<file path="config.mk">
export PLATFORM = sky130hd
export DESIGN_NAME = hazard_ctrl
export DESIGN_NICKNAME = d
export VERILOG_FILES = /design/src/rtl/hazard_ctrl.sv
export SDC_FILE = /design/constraint.sdc
export NUM_CORES = 1
export LEC_CHECK = 0
export BUFFER_PORTS_ARGS = -buffer_cell sky130_fd_sc_hd__buf_4
export CAP_MARGIN = 20
export CORE_ASPECT_RATIO = 1.1
export CORE_MARGIN = 1
export CORE_UTILIZATION = 41
export CTS_CLUSTER_DIAMETER = 50
export CTS_CLUSTER_SIZE = 12
export DETAILED_ROUTE_END_ITERATION = 16
export GPL_TIMING_DRIVEN = 1
export MAX_ROUTING_LAYER = met4
export PLACE_DENSITY = 0.81
export SYNTH_ARGS = -nofsm -noshare
export SYNTH_HDL_FRONTEND = slang
export SYNTH_SLANG_ARGS = --single-unit
</file>
<file path="constraint.sdc">
create_clock -name clk -period 1.95 [get_ports clk]
set_input_delay 0.39 -clock clk [delete_from_list [all_inputs] [get_ports clk]]
set_output_delay 0.39 -clock clk [all_outputs]
set_load 0.005 [all_outputs]
</file>
<file path="src/rtl/hazard_ctrl.sv">
// hazard_ctrl: stall/flush/forwarding control for the 5-stage MIPS pipeline,
// plus start/busy sequencing of the multi-cycle HI/LO (MDU) unit.
`default_nettype none

module hazard_ctrl #(
  parameter int MDU_LAT = 4
) (
  input  logic       clk,
  input  logic       rst,
  input  logic [4:0] rsD,
  input  logic [4:0] rtD,
  input  logic       branchD,
  input  logic       pcsrcD,
  input  logic       hilo_weD,
  input  logic       hilo_rdD,
  input  logic [4:0] rsE,
  input  logic [4:0] rtE,
  input  logic [4:0] waE,
  input  logic       we_regE,
  input  logic       dm2regE,
  input  logic       jumpE,
  input  logic       jrE,
  input  logic       hilo_weE,
  input  logic [4:0] waM,
  input  logic       we_regM,
  input  logic       dm2regM,
  input  logic [4:0] waW,
  input  logic       we_regW,
  output logic       stallF,
  output logic       stallD,
  output logic       flushD,
  output logic       flushE,
  output logic [1:0] fwdAE,
  output logic [1:0] fwdBE,
  output logic       fwdAD,
  output logic       fwdBD,
  output logic       mdu_start,
  output logic       mdu_busy
);

  typedef enum logic [0:0] {IDLE = 1'b0, BUSY = 1'b1} state_t;

  localparam logic [3:0] CNT_INIT = 4'(MDU_LAT - 1);

  state_t     state;
  logic [3:0] cnt;

  logic m_wr, w_wr, e_wr, m_ld;
  logic lwstall, brstall, mdustall, stall, redirect, start_now;

  // Writes to r0 are architecturally discarded, so they never create a hazard.
  assign m_wr = we_regM && (waM != 5'd0);
  assign w_wr = we_regW && (waW != 5'd0);
  assign e_wr = we_regE && (waE != 5'd0);
  assign m_ld = dm2regM && (waM != 5'd0);

  assign lwstall  = dm2regE && e_wr && ((waE == rsD) || (waE == rtD));
  assign brstall  = branchD && ((e_wr && ((waE == rsD) || (waE == rtD)))
                             || (m_ld && ((waM == rsD) || (waM == rtD))));
  assign start_now = (state == IDLE) && hilo_weE;
  assign mdustall = (hilo_weD || hilo_rdD) && ((state == BUSY) || start_now);
  assign stall    = lwstall || brstall || mdustall;
  assign redirect = jumpE || jrE;

  // Outputs are forced low while reset is held, independent of the inputs.
  always_comb begin
    stallF    = 1'b0;
    stallD    = 1'b0;
    flushD    = 1'b0;
    flushE    = 1'b0;
    fwdAE     = 2'b00;
    fwdBE     = 2'b00;
    fwdAD     = 1'b0;
    fwdBD     = 1'b0;
    mdu_start = 1'b0;
    mdu_busy  = 1'b0;
    if (!rst) begin
      if (m_wr && (waM == rsE))      fwdAE = 2'b10;
      else if (w_wr && (waW == rsE)) fwdAE = 2'b01;
      if (m_wr && (waM == rtE))      fwdBE = 2'b10;
      else if (w_wr && (waW == rtE)) fwdBE = 2'b01;
      fwdAD     = m_wr && (waM == rsD);
      fwdBD     = m_wr && (waM == rtD);
      mdu_start = start_now;
      mdu_busy  = (state == BUSY);
      if (redirect) begin
        flushD = 1'b1;
        flushE = 1'b1;
      end else begin
        stallF = stall;
        stallD = stall;
        flushE = stall;
        flushD = pcsrcD && !stall;
      end
    end
  end

  // MDU sequencer; a redirect does not cancel an operation already in flight.
  always_ff @(negedge clk or posedge rst) begin
    if (rst) begin
      state <= IDLE;
      cnt   <= 4'd0;
    end else begin
      case (state)
        IDLE: begin
          if (hilo_weE) begin
            cnt   <= CNT_INIT;
            state <= BUSY;
          end
        end
        BUSY: begin
          if (cnt != 4'd0) cnt <= cnt - 4'd1;
          else             state <= IDLE;
        end
        default: state <= IDLE;
      endcase
    end
  end

endmodule

`default_nettype wire

</file>
After elaboration in Yosys (flattened, before gate mapping) --
Index checks and enable logic that the tools add are counted.
Word-level totals: RAM bits 0, memories kept 0, input port bits 49, bits in latches 0, logic and storage cells 68, bits in registers 5, bits in read-only memories 0
Cells by class: eq/ne operators 10, bitwise gates (word level) 1, order comparisons 0, multiply operators 0, reduce and logical (&&, ||, !) cells 32, shift operators 0, $add $sub $neg 1, div/mod/pow operators 0, multiplexer cells 22
Operators with widths (number):
- $eq 5x5->1 | 8
- $logic_and 1x1->1 | 18
- $reduce_bool 5->1 | 3
- $mux 1 | 14
- $logic_or 1x1->1 | 8
- $mux 2 | 4
- $mux 4 | 2
- $pmux 4 s2 | 1
- $reduce_bool 4->1 | 1
- $sub 4x1->4 const B | 1
- $ne 2x1->1 const B | 1
- $ne 2x2->1 const B | 1
- $pmux 1 s2 | 1
- $reduce_and 2->1 | 1
- $logic_not 1->1 | 1
- $not 1->1 | 1

Depth between registers and ports, before layout --
depth in word-level cells 11, depth in mapped cells 7, mapped depth without buffers 7

==> flow_metrics.env <==
export IMPL_outcome="finished, violations left"
export IMPL_violations="setup timing"
export IMPL_hold_class="flop to flop"
export IMPL_start_util=0.441
export IMPL_yosysWarnings=0
export IMPL_met2_length_mm=1.64
export IMPL_fillers=162
export IMPL_cp_cell_sequence="o22ai_4, a41o_1, buf_4"
export IMPL_grt_overflow=0
export IMPL_placed_area_um2=1430
export IMPL_drt_met1_wl_mm=1.10
export IMPL_antenna_found_initial=0
export IMPL_root_buffer="clkbuf_4"
export IMPL_wl_per_cell_um=13.6
export IMPL_hold_viol=0
export IMPL_peakVddDrop_mv=0.410
export IMPL_first_pass_iters=4
export IMPL_wl_met3_um=127
export IMPL_yosys_area_top_type_share=0.234
export IMPL_syn_to_final_growth_pct=71.5
export IMPL_die_h_um=51.1
export IMPL_synth_area_per_cell_um2=7.69
export IMPL_clk_latency_ps=250
export IMPL_whs_ps=445
export IMPL_synthTopCellsByArea="xor2_1 (23%), xnor2_1 (16%), dfrtn_1 (14%)"
export IMPL_p_per_area_nw_per_um2=512
export IMPL_clk_pin_slew_ps=40
export IMPL_coreArea_um2=2040
export IMPL_setup_viol=7
export IMPL_io_pins=61
export IMPL_drv_slew=0
export IMPL_cp_data_required_time_ps=1560
export IMPL_finalInstanceArea_um2=1540
export IMPL_grt_pass1_wl_mm=4.39
export IMPL_worst_slew_pin_slew_ps=292
export IMPL_synth_commonest_cells="xor2_1 (24), xnor2_1 (16), nand3_1 (8), nor2_1 (8), nor3_1 (8)"
export IMPL_synthesis_nets=167
export IMPL_drc=0
export IMPL_pre_cts_ws_ps=-305
export IMPL_instances_no_fill=214
export IMPL_yosysUniqueCellTypes=32
export IMPL_synth_seq_area_share=0.139
export IMPL_power_mw=0.790
export IMPL_finClkSkew_ps=1.38
export IMPL_rows=17
export IMPL_fin_util=0.756
export IMPL_synthFlopType="dfrtn_1"
export IMPL_die_w_um=46.7
export IMPL_vias=1090
export IMPL_rsz0062_at_grt="yes"
export IMPL_diodes=0
export IMPL_gp_congestion=0.909
export IMPL_tns_ps=-3180
export IMPL_first_global_vias=1099
export IMPL_fin_nets=237
export IMPL_grt_max_degree=9
export IMPL_drt_initial_drc_count=17
export IMPL_startpoint="state"
export IMPL_die_area_um2=2390
export IMPL_synth_edf_count=0
export IMPL_syn_area_um2=900
export IMPL_max_cap_violations=0
export IMPL_slowest_delay_ps=460
export IMPL_yosysMostFrequentCell="xor2_1"
export IMPL_clock_sinks=5
export IMPL_cts_tree="yes"
export IMPL_clockBufferDepth=2
export IMPL_cts_made_buffers=3
export IMPL_postRouteAntennaNets=0
export IMPL_grt_use_total=0.259
export IMPL_cpMaxStageDelayCell="dfrtn_1"
export IMPL_layout_drive_gt1_share=0.468
export IMPL_port_buffers=60
export IMPL_setup_ws_ps=-586
export IMPL_reg2reg_from="state"
export IMPL_vias_per_cell=5.09
export IMPL_critPathArrivalTime_ps=2150
export IMPL_min_delay_start="cnt[0]"
export IMPL_slew_limit_headroom=0.804
export IMPL_maxUsedRoutingLayer="met4"
export IMPL_crit_fanout=3
export IMPL_dpl_cell_count=208
export IMPL_leakage_nw=0.699
export IMPL_h_tree_depth=1
export IMPL_dp_hpwl_mm=2.40
export IMPL_netlist_instances=117
export IMPL_drt_wl_total_mm=2.91
export IMPL_path_class="flop to primary output"
export IMPL_yosysTopAreaCell="xor2_1"
export IMPL_async_reset_ff_frac=1.00
export IMPL_start_kind="flop"
export IMPL_critPathCaptureType="primary output"
export IMPL_synth_seq_cells=5
power breakdown:
part	switching, mW	internal (mW)	leakage [nW]
registers	0.0398	0.156	0.0588
logic	0.221	0.253	0.625
clock network	0.0424	0.0774	0.0150
metal layers:
layer / vias to the layer above / global-route usage
met5: - / -
met4: 0 / 0.0714
met3: 4 / 0.0424
met2: 48 / 0.495
met1: 495 / 0.256
li1: 543 / -
critical path, delay by kind of cell (launching register included):
family | cells | cell delay [ps]
DFF | 1 | 460
AOI/OAI and AO/OA | 2 | 330
buffers and inverters | 1 | 130
worst paths after layout:
| path | end | slack (ps) | depth (start not counted) |
|---|---|---|---|
| setup / recovery | flushD | -590 | 3 |
| hold / removal | cnt[0] | 440 | 1 |
| setup reg to reg | cnt[1] | 610 | 7 |
| hold reg to reg | cnt[0] | 440 | 1 |
| max in group asynchronous | cnt[3] | 790 | 3 |
| min in group asynchronous | state | 1000 | 3 |
registers in the layout, summed over array words and instances, names as in the netlist:
name and flops:
cnt 4, state 1
layout make-up:
type	count	area, µm²	share of cell area
Timing Repair Buffer	72	567	0.367
Clock buffer	4	26.3	0.0170
Tap cell	28	35.0	0.0227
Inverter	3	11.3	0.00730
Multi-Input combinational cell	102	778	0.504
Sequential cell	5	125	0.0811
cell usage in the layout (no fill, tap or decap), types with 3 or more instances in the layout:
master and count:
nand2_1 3, buf_4 67, clkbuf_4 3, xor2_1 24
nor2b_1 3, nand3_1 8, xnor2_1 16, nor2_1 8
nor3_1 7, buf_6 3, dfrtn_1 5, a21oi_1 4
o21ai_0 5
what timing repair did:
item                                    CTS  global route
gates cloned                              0             0
hold buffers                              0             0
endpoints found under the setup margin    7             9
resized for setup                         2            15
pin swaps                                 1             4
setup buffers                             2             1
cells by family after synthesis:
family          after synthesis  share of synthesized area
xor+xnor                     40                      0.389
fa+ha+maj                     1                     0.0139
compound gates               16                      0.107
buf+inv                      10                     0.0668
flops                         5                      0.139
simple gates                 45                      0.284
(Power assumes the default switching activity.)
